$ cat src/rtl/config_window_gate_pkg.sv
// config_window_gate_pkg: shared state encoding and reject-counter constants
package config_window_gate_pkg;
  typedef enum logic [1:0] {IDLE = 2'd0, OPEN = 2'd1, DRAIN = 2'd2, CLOSED = 2'd3} state_t;
  localparam int REJ_W = 8;
  localparam logic [REJ_W-1:0] REJ_MAX = '1;
  function automatic logic [REJ_W-1:0] sat_add(input logic [REJ_W-1:0] a, input logic [15:0] b);
    logic [15:0] s;
    s = 16'(a) + b;
    return (s > 16'(REJ_MAX)) ? REJ_MAX : s[REJ_W-1:0];
  endfunction
endpackage

$ cat src/rtl/config_window_gate_if.sv
// config_window_gate_if: request and downstream handshake bundle
interface config_window_gate_if #(parameter int DATA_W = 32);
  logic              req_valid;
  logic              req_ready;
  logic [DATA_W-1:0] req_data;
  logic              out_valid;
  logic              out_ready;
  logic [DATA_W-1:0] out_data;
  modport slave (input req_valid, req_data, out_ready, output req_ready, out_valid, out_data);
  modport master (output req_valid, req_data, out_ready, input req_ready, out_valid, out_data);
endinterface

$ cat src/rtl/sync_fifo.sv
// sync_fifo: power-of-two FIFO with extra-bit pointers and a same-edge flush
module sync_fifo #(
  parameter int DATA_W = 32,
  parameter int DEPTH  = 4,
  localparam int AW    = $clog2(DEPTH)
) (
  input  logic              clk,
  input  logic              rst,
  input  logic              push,
  input  logic              pop,
  input  logic              flush,
  input  logic [DATA_W-1:0] din,
  output logic [DATA_W-1:0] dout,
  output logic              full,
  output logic              empty,
  output logic [AW:0]       count
);
  logic [DATA_W-1:0] r_mem [DEPTH];
  logic [AW:0]       r_wr;
  logic [AW:0]       r_rd;
  logic              w_push;
  logic              w_pop;
  assign empty  = r_wr == r_rd;
  assign full   = (r_wr[AW] != r_rd[AW]) && (r_wr[AW-1:0] == r_rd[AW-1:0]);
  assign count  = r_wr - r_rd;
  assign w_push = push && !full;
  assign w_pop  = pop && !empty;
  // head word is held at zero while empty so idle output stays clean
  assign dout   = empty ? '0 : r_mem[r_rd[AW-1:0]];
  // pointer update; reset and flush both drop every buffered word
  always_ff @(posedge clk) begin
    if (rst || flush) begin
      r_wr <= '0;
      r_rd <= '0;
    end else begin
      if (w_push) r_wr <= r_wr + 1'b1;
      if (w_pop) r_rd <= r_rd + 1'b1;
    end
  end
  // storage write; contents past the pointers are don't-care
  always_ff @(posedge clk) begin
    if (w_push) r_mem[r_wr[AW-1:0]] <= din;
  end
endmodule

$ cat src/rtl/config_window_gate.sv
// config_window_gate: admits config words into a FIFO only while the countdown window is open (WINDOW_GATE_FLUSH_EN drops the backlog at window close)
module config_window_gate
  import config_window_gate_pkg::*;
#(
  parameter int DATA_W    = 32,
  parameter int DEPTH     = 4,
  parameter int MIN_TICKS = 1,
  localparam int AW       = $clog2(DEPTH)
) (
  input  logic                  clk,
  input  logic                  reset_in,
  input  logic                  timeup_in,
  input  logic [7:0]            ticker_in,
  input  logic                  rearm_in,
  config_window_gate_if.slave   bus,
  output logic                  expired_out,
  output logic [REJ_W-1:0]      reject_count,
  output logic [1:0]            state_out
);
  state_t            r_state;
  logic              r_expired;
  logic [REJ_W-1:0]  r_rej;
  logic              w_full;
  logic              w_empty;
  logic [AW:0]       w_count;
  logic [DATA_W-1:0] w_dout;
  logic              w_xfer;
  logic              w_admit;
  logic              w_push;
  logic              w_pop;
  logic              w_flush;
  logic [15:0]       w_dropped;
  logic [15:0]       w_rej_add;
  assign bus.req_ready = !(r_state == OPEN && w_full);
  assign bus.out_valid = !w_empty;
  assign bus.out_data  = w_dout;
  assign w_xfer        = bus.req_valid && bus.req_ready;
  assign w_admit       = (r_state == OPEN) && (ticker_in >= 8'(MIN_TICKS));
  assign w_push        = w_xfer && w_admit;
  assign w_pop         = bus.out_valid && bus.out_ready;
`ifdef WINDOW_GATE_FLUSH_EN
  assign w_flush       = (r_state == OPEN) && !timeup_in;
`else
  assign w_flush       = 1'b0;
`endif
  // a flush discards what is buffered plus any word entering on the same edge, minus one leaving
  assign w_dropped     = w_flush ? 16'(w_count) + 16'(w_push) - 16'(w_pop) : 16'd0;
  assign w_rej_add     = w_dropped + 16'(w_xfer && !w_admit);
  assign expired_out   = r_expired;
  assign reject_count  = r_rej;
  assign state_out     = r_state;
  sync_fifo #(.DATA_W(DATA_W), .DEPTH(DEPTH)) u_fifo (
    .clk   (clk),
    .rst   (reset_in),
    .push  (w_push),
    .pop   (w_pop),
    .flush (w_flush),
    .din   (bus.req_data),
    .dout  (w_dout),
    .full  (w_full),
    .empty (w_empty),
    .count (w_count)
  );
  // window FSM with sticky expired flag and saturating reject counter
  always_ff @(posedge clk) begin
    if (reset_in) begin
      r_state   <= IDLE;
      r_expired <= 1'b0;
      r_rej     <= '0;
    end else begin
      r_rej <= sat_add(r_rej, w_rej_add);
      case (r_state)
        IDLE:   if (timeup_in) r_state <= OPEN;
        OPEN:   if (!timeup_in) r_state <= DRAIN;
        DRAIN:  if (w_empty) begin
          r_state   <= CLOSED;
          r_expired <= 1'b1;
        end
        CLOSED: if (rearm_in) begin
          r_state   <= IDLE;
          r_expired <= 1'b0;
        end
      endcase
    end
  end
endmodule

$ cat src/flat_wrapper.sv
// flat-port wrapper written by rule: the top's interface ports become plain ports
module config_window_gate_flat import config_window_gate_pkg::*;
#(
  parameter int DATA_W    = 32,
  parameter int DEPTH     = 4,
  parameter int MIN_TICKS = 1,
  localparam int AW       = $clog2(DEPTH)
)
  (clk, reset_in, timeup_in, ticker_in, rearm_in, expired_out, reject_count, state_out, bus_req_valid, bus_req_data, bus_out_ready, bus_req_ready, bus_out_valid, bus_out_data);
  config_window_gate_if #(.DATA_W(DATA_W)) bus_i ();
  input  logic clk;
  input  logic reset_in;
  input  logic timeup_in;
  input  logic [7:0] ticker_in;
  input  logic rearm_in;
  output logic expired_out;
  output logic [REJ_W-1:0] reject_count;
  output logic [1:0] state_out;
  input wire logic [$bits(bus_i.req_valid)-1:0] bus_req_valid;
  input wire logic [$bits(bus_i.req_data)-1:0] bus_req_data;
  input wire logic [$bits(bus_i.out_ready)-1:0] bus_out_ready;
  output wire logic [$bits(bus_i.req_ready)-1:0] bus_req_ready;
  output wire logic [$bits(bus_i.out_valid)-1:0] bus_out_valid;
  output wire logic [$bits(bus_i.out_data)-1:0] bus_out_data;
  assign bus_i.req_valid = bus_req_valid;
  assign bus_i.req_data = bus_req_data;
  assign bus_i.out_ready = bus_out_ready;
  assign bus_req_ready = bus_i.req_ready;
  assign bus_out_valid = bus_i.out_valid;
  assign bus_out_data = bus_i.out_data;
  config_window_gate #(.DATA_W(DATA_W), .DEPTH(DEPTH), .MIN_TICKS(MIN_TICKS)) u_core (.clk(clk), .reset_in(reset_in), .timeup_in(timeup_in), .ticker_in(ticker_in), .rearm_in(rearm_in), .bus(bus_i), .expired_out(expired_out), .reject_count(reject_count), .state_out(state_out));
endmodule
$ cat config.mk
export PLATFORM = sky130hd
export DESIGN_NAME = config_window_gate_flat
export DESIGN_NICKNAME = d
export VERILOG_FILES = /design/src/rtl/config_window_gate_pkg.sv /design/src/rtl/config_window_gate_if.sv /design/src/rtl/sync_fifo.sv /design/src/rtl/config_window_gate.sv /design/src/flat_wrapper.sv
export SDC_FILE = /design/constraint.sdc
export NUM_CORES = 1
export LEC_CHECK = 0
export CORE_ASPECT_RATIO = 0.5
export CORE_MARGIN = 4
export CORE_UTILIZATION = 40
export DETAILED_ROUTE_END_ITERATION = 10
export HOLD_SLACK_MARGIN = 0.05
export PLACE_DENSITY = 0.65
export SKIP_LAST_GASP = 1
export SYNTH_ARGS = -nofsm -noshare
export SYNTH_HDL_FRONTEND = slang
export SYNTH_SLANG_ARGS = --single-unit
$ cat constraint.sdc
create_clock -name clk -period 3.7 [get_ports clk]
set_input_delay 0.74 -clock clk [delete_from_list [all_inputs] [get_ports clk]]
set_output_delay 0.74 -clock clk [all_outputs]
set_load 0.02 [all_outputs]
==> results of run 1 <==
-- power by group through the flow --
stage / registers [mW] / logic (mW) / clock network [mW]
after floorplan: 2.00 / 0.726 / 0
after global placement: 1.99 / 1.26 / 0
after detailed placement: 1.99 / 1.27 / 0
after CTS: 1.96 / 1.28 / 1.69
after global routing: 1.96 / 1.35 / 1.78
final: 1.95 / 1.24 / 1.65
-- cells by family after synthesis --
| kind of cell | share of synthesized area [%] |
|---|---|
| XOR/XNOR | 1.60 |
| adder cells (fa/ha/maj) | 2.56 |
| multiplexers | 12.6 |
| flip-flops | 72.0 |
| AND/OR/NAND/NOR | 7.15 |
| AO/OA/AOI/OAI | 2.48 |
| buffers and inverters | 1.54 |
-- how the worst min path moves through the flow --
stage                            end  slack, ns  depth (start not counted)
3_3_place_gp      u_core.expired_out       0.48                          2
4_1_cts           u_core.expired_out       0.50                          2
2_1_floorplan  u_core.u_fifo.r_wr[2]       0.49                          2
6_report          u_core.expired_out       0.50                          2
5_1_grt           u_core.expired_out       0.53                          2
3_5_place_dp      u_core.expired_out       0.49                          2
-- cells in the final DEF, fill, tap and decap left out, types with 2 or more instances in the layout --
cell type	instances
clkbuf_16	17
xnor2_1	4
mux4_2	32
nand2b_1	2
a21oi_1	12
ha_1	12
or3_1	2
clkdlybuf4s50_1	90
xor2_2	2
clkinvlp_4	4
and2_1	33
or4_1	5
nor3_2	2
nor2_1	5
buf_12	3
xor2_1	3
inv_6	3
nor3_1	3
mux2i_1	2
and2_2	3
dfxtp_1	17
nand3_1	3
buf_4	7
nand2_1	2
inv_1	11
o31ai_1	4
clkinv_4	3
o21ai_0	6
edfxtp_1	128
inv_8	3
dfxtp_2	2
and3_1	4
-- worst reg2reg max path: stages (launching register included) --
cell,delay [ns]
dfxtp_1,0.47
xor2_2,0.16
nor3_2,0.45
nand2b_1,0.17
a21boi_0,0.11
ha_1,0.22
ha_1,0.22
and3_1,0.21
and3_1,0.20
nand3_1,0.20
a21oi_1,0.11
-- final cells by class --
cell class / instances / share of cell area (%)
Clock buffer: 17 / 5.56
Sequential cell: 147 / 55.2
Clock inverter: 15 / 1.98
Inverter: 11 / 0.539
Multi-Input combinational cell: 149 / 20.3
Timing Repair Buffer: 100 / 13.2
Tap cell: 192 / 3.14
-- stage by stage --
step | cells | total power, mW
final | 631 | 4.85
after global routing | 631 | 5.10
after CTS | 631 | 4.92
after detailed placement | 599 | 3.27
after global placement | 599 | 3.25
after floorplan | 319 | 2.72
-- flip-flops by register name, indices dropped and copies added, names as in the netlist, named ones only --
name / cells
u_core.expired_out: 1
u_core.reject_count: 8
u_core.state_out: 2
u_core.u_fifo.r_mem: 128
u_core.u_fifo.r_rd: 3
u_core.u_fifo.r_wr: 3
-- per-layer routing --
layer  up-vias  wire length (µm)  GRT usage [%]
met1      1594              5010           18.2
met2        45              5690           23.4
met4         0               102           5.32
met5         -                 0              0
met3         7               383           3.63
li1       1465                 -              -
==> results by group, run 1 <==
Outcome
  – Status: finished clean

Detailed routing
  – Via-to-Cell Ratio: 4.93
  – Via count: 3111
  – Post-Route WL: 11200 µm
  – DRC: 0
  – DRT antenna net count: 0
  – DRT Pass-1 Iters: 4
  – Wire per inst: 17.7 µm
  – DR iter-0 viols: 159

Timing
  – Fin. max-slew vios: 0
  – Time the worst path needs with I/O delays and setup: 3.41 ns
  – Final Skew: 0.00769 ns
  – Final WS setup: 0.290 ns
  – Max_slew headroom: 50.3%
  – Min Hold Slack: 0.500 ns
  – RSZ-0062 raised after global routing: false
  – Final Hold Viols: 0
  – Setup-failing EPs final: 0
  – Final period utilization: 92.2%
  – Max Freq: 293 MHz
  – Worst-margin pin slew: 0.744 ns
  – TNS Setup: 0 ns

Setup path
  – WP depth: 4
  – Slowest-stage cell, CP: or3_2
  – Critical Path, Cell by Cell: xor2_2 > or3_2 > and2_1 > clkdlybuf4s50_1
  – Crit end category: output pin
  – Worst Setup EP: bus_out_data[10]
  – Top delay family on crit path: simple AND/OR/NAND/NOR gates
  – Worst r2r dst: u_core.reject_count[1]
  – Critical path class: register to output pin
  – Largest stage delay, worst path: 0.80 ns
  – R2r worst-path depth: 10
  – Critical path required time: 2.96 ns
  – Worst EP arrival: 2.67 ns
  – Reg-to-reg startpoint: u_core.u_fifo.r_wr[0]
  – Internal reg-to-reg setup slack: 1.03 ns
  – Startpoint types: register
  – Worst Path Buf+Inv: 1
  – Critical Path Start: u_core.u_fifo.r_wr[0]
  – Critical-path maximum fanout: 33

Floorplan
  – Die area: 16800 µm²
  – Initial Utilization: 42.1%
  – Core area: 13900 µm²
  – Die H: 93.6 µm
  – # rows: 30
  – Die Width: 179 µm
  – I/O Pins: 91

Finish
  – Post-route cell area: 7660 µm²
  – Number of antenna diodes: 0
  – Synthesis-to-finish area growth: 30.6%
  – Final Core Density: 55.0%
  – Multi-input combinational cell area: 1560 µm²
  – # fillers: 1127
  – Final net count: 484
  – Sequential cell area: 4230 µm²
  – Fraction of layout cells with a size suffix above 1: 19.6%

Clocking
  – CTS buffer count: 17
  – CTS tree: done
  – Post-CTS Setup Bufs: 0
  – CTS resizes: 0
  – Clock transition at the registers of the reported paths: 0.06 ns
  – Clk root buf: clkbuf_16
  – Insertion delay to the later sink of the worst-skew pair: 0.41 ns
  – CTS Sinks: 147
  – Htree depth: 4
  – CTS Buffer Depth: 2
  – Number of hold buffers added after CTS: 0

Global route
  – Total track usage: 14.2%
  – Largest net degree at the start of global routing: 34
  – Initial antenna violation count: 0
  – Number of global-route vias before repair: 3315
  – Total gr overflow: 0
  – First-pass GRT wire length: 17900 µm

Yosys
  – Syn avg cell area: 18.4 µm²
  – Sequential element share of the synthesized area: 72.0%
  – Synth area leaders: edfxtp_1 (66%), mux4_2 (12%), dfxtp_1 (6.5%), and2_1 (3.8%), ha_1 (2.6%)
  – Library cells used by synthesis: 33
  – Top post-synthesis cells by count: edfxtp_1 (128), and2_1 (36), mux4_2 (32)
  – Count leader, synth: edfxtp_1
  – Post-Syn Area: 5860 µm²
  – Asr flop ratio synth: 0%
  – Syn Nets: 377
  – Cells after synthesis: 319
  – Area leader, netlist: edfxtp_1
  – Ys flop type: edfxtp_1
  – Synthesis Warnings: 0
  – Post-synth top area share: 65.6%
  – Post-synth EDFFs: 128
  – Seq cells post-synth: 147

Power
  – Leak: 2.52 nW
  – Net Sw Power: 1.37 mW
  – Reg power frac: 40.3%
  – VDD IR max: 276 µV
  – Sw frac: 28.3%
  – Combinational power share: 25.7%
  – Power share of the clock group: 34.0%
  – PD cells: 633 nW/µm²
  – Cell Int Power: 3.48 mW

Placement
  – DP Area: 7080 µm²
  – HPWL after detailed placement: 7210 µm
  – Placer Congestion: 0.758
  – Post-Place Worst Slack: 0.181 ns
  – PortBufs: 90

Hold path
  – Worst hold path class: register to register
  – Min-delay src: u_core.expired_out

Job
  – # Max-Cap Violations: 0
Power figures use the tool's default switching activity.
==> run 2: changes to the inputs <==
--- a/config.mk
+++ b/config.mk
@@ -11,6 +11,7 @@
 export DETAILED_ROUTE_END_ITERATION = 10
 export HOLD_SLACK_MARGIN = 0.05
 export PLACE_DENSITY = 0.65
+export RECOVER_POWER = 50
 export SKIP_LAST_GASP = 1
 export SYNTH_ARGS = -nofsm -noshare
 export SYNTH_HDL_FRONTEND = slang
==> run 2 against run 1 <==
Count of clock-buffer cells in the layout did not move; power is 0.22% lower; setup slack better by 0.0016 ns; routed wire length hardly changed; largest cell class unchanged.
==> results by group, run 2 (synthesized netlist as in run 1, its figures left out) <==
Setup path
  – Top delay family on crit path: simple AND/OR/NAND/NOR gates (unchanged)
  – Crit end category: output pin (unchanged)
  – Worst EP arrival: 2.67 ns (about the same)
  – Critical path required time: 2.96 ns (about the same)
  – Startpoint types: register (unchanged)
  – Critical path class: register to output pin (unchanged)
  – Slowest-stage cell, CP: or3_2 (unchanged)
  – Largest stage delay, worst path: 0.79 ns (was 0.80 ns)
  – Internal reg-to-reg setup slack: 1.05 ns (was 1.03 ns)
  – Critical Path, Cell by Cell: xor2_2 > or3_2 > and2_1 > clkdlybuf4s50_1 (unchanged)
  – Critical-path maximum fanout: 33 (unchanged)
  – Worst Path Buf+Inv: 1 (unchanged)

Outcome
  – Status: finished clean (unchanged)

Power
  – VDD IR max: 277 µV (was 276 µV)
  – PD cells: 633 nW/µm² (about the same)
  – Leak: 2.53 nW (was 2.52 nW)

Timing
  – RSZ-0062 raised after global routing: false (unchanged)
  – Setup-failing EPs final: 0 (unchanged)
  – Fin. max-slew vios: 0 (unchanged)
  – Worst-margin pin slew: 1.26 ns (was 0.744 ns)
  – Final WS setup: 0.292 ns (was 0.290 ns)
  – Max_slew headroom: 15.7% (was 50.3%)
  – Max Freq: 293 MHz (about the same)
  – Final Skew: 0.00673 ns (was 0.00769 ns)
  – Final period utilization: 92.1% (was 92.2%)
  – Time the worst path needs with I/O delays and setup: 3.41 ns (about the same)
  – TNS Setup: 0 ns (unchanged)
  – Final Hold Viols: 0 (unchanged)

Finish
  – Final net count: 484 (unchanged)
  – Most frequent cells in the layout: edfxtp_1 (128), clkdlybuf4s50_1 (50), dlygate4sd3_1 (40), and2_1 (33), mux4_2 (32) (was edfxtp_1 (128), clkdlybuf4s50_1 (90), and2_1 (33), mux4_2 (32))
  – # fillers: 1129 (was 1127)
  – Final Core Density: 54.9% (was 55.0%)
  – Fraction of layout cells with a size suffix above 1: 18.5% (was 19.6%)
  – Commonest non-fill, non-tap cell in the layout: edfxtp_1 (unchanged)
  – Synthesis-to-finish area growth: 30.3% (was 30.6%)
  – Largest register FFs: 128 (unchanged)
  – Sequential cell area: 4230 µm² (unchanged)
  – Multi-input combinational cell area: 1550 µm² (was 1560 µm²)

Floorplan
  – Die Width: 179 µm (unchanged)
  – # rows: 30 (unchanged)
  – Die area: 16800 µm² (unchanged)
  – Die H: 93.6 µm (unchanged)
  – I/O Pins: 91 (unchanged)
  – Initial Utilization: 42.1% (unchanged)
  – Core area: 13900 µm² (unchanged)

Clocking
  – CTS tree: done (unchanged)
  – Clock transition at the registers of the reported paths: 0.06 ns (about the same)
  – CTS Sinks: 147 (unchanged)
  – Insertion delay to the later sink of the worst-skew pair: 0.41 ns (about the same)
  – CTS resizes: 0 (unchanged)
  – CTS Buffer Depth: 2 (unchanged)
  – Post-CTS Setup Bufs: 0 (unchanged)
  – Htree depth: 4 (unchanged)
  – Clk root buf: clkbuf_16 (unchanged)
  – Number of hold buffers added after CTS: 0 (unchanged)
  – CTS buffer count: 17 (unchanged)

Global route
  – Global routing usage on met3: 3.63% (unchanged)
  – Largest net degree at the start of global routing: 34 (unchanged)
  – Total gr overflow: 0 (unchanged)
  – Initial antenna violation count: 2 (was 0)
  – Grt met1 use: 18.2% (unchanged)
  – Total track usage: 14.2% (unchanged)
  – Met2 capacity usage during global routing: 23.4% (unchanged)
  – First-pass GRT wire length: 17900 µm (unchanged)
  – Most Crowded Layer GR: met2 (unchanged)
  – Number of global-route vias before repair: 3315 (unchanged)

Hold path
  – Worst hold path class: register to register (unchanged)

Job
  – # Max-Cap Violations: 0 (unchanged)

Detailed routing
  – DRT antenna net count: 0 (unchanged)
  – Wire per inst: 17.7 µm (about the same)
  – DRT Pass-1 Iters: 4 (unchanged)
  – Via-to-Cell Ratio: 4.94 (was 4.93)
  – Post-Route WL: 11200 µm (about the same)
  – DRC: 0 (unchanged)
  – DR iter-0 viols: 164 (was 159)
  – Via count: 3119 (was 3111)

Placement
  – PortBufs: 90 (unchanged)
  – Placer Congestion: 0.758 (unchanged)
  – HPWL after detailed placement: 7210 µm (unchanged)
  – Post-Place Worst Slack: 0.181 ns (unchanged)
run 2: changes by cell type in the layout (fill, tap and decap cells not counted), sizes merged:
cell,previous run,this run
buf,10,7
dlygate4sd3,0,40
clkbuf,17,20
clkdlybuf4s50,90,50
diode,0,1
run 2: worst paths after layout:
path	cells after the start	end	start
worst min-delay path	2	u_core.expired_out	u_core.expired_out
worst max-delay path	4	bus_out_data[10]	u_core.u_fifo.r_wr[0]
worst min register to register	2	u_core.expired_out	u_core.expired_out
worst max register to register	10	u_core.reject_count[1]	u_core.u_fifo.r_wr[0]
run 2: tightest hold or removal path: stages, from the launching register on:
cell	delay (ns)
dfxtp_1	0.32
o21ai_0	0.07
a21oi_1	0.06
run 2: area by class of cell:
class,count,share of cell area [%]
Antenna cell,1,0.0328
Tap cell,192,3.14
Timing Repair Buffer,100,13.1
Clock buffer,17,5.57
Sequential cell,147,55.3
Inverter,11,0.540
Clock inverter,15,1.98
Multi-Input combinational cell,149,20.3
run 2: power breakdown:
group	switching, mW	leakage, nW	total, mW	internal, mW
combinational	0.622	0.943	1.23	0.612
clock	0.703	0.272	1.65	0.946
sequential	0.0463	1.31	1.95	1.91
total	1.37	2.53	4.84	3.47
run 2: metal layers:
metal	vias up	part of all wire [%]
met4	2	0.83
met2	46	51
met3	8	3.5
li1	1467	-
met1	1596	45
met5	-	0.063
run 2: through the flow:
| step | total power, mW | std cells | cell area, µm² | hold WS (ns) |
|---|---|---|---|---|
| final | 4.84 | 632 | 7640 | 0.497 |
| after floorplan | 2.72 | 319 | 5860 | 0.488 |
| after global placement | 3.25 | 599 | 7080 | 0.477 |
| after global routing | 5.09 | 632 | 7640 | 0.531 |
| after detailed placement | 3.27 | 599 | 7080 | 0.492 |
| after CTS | 4.92 | 631 | 7660 | 0.503 |
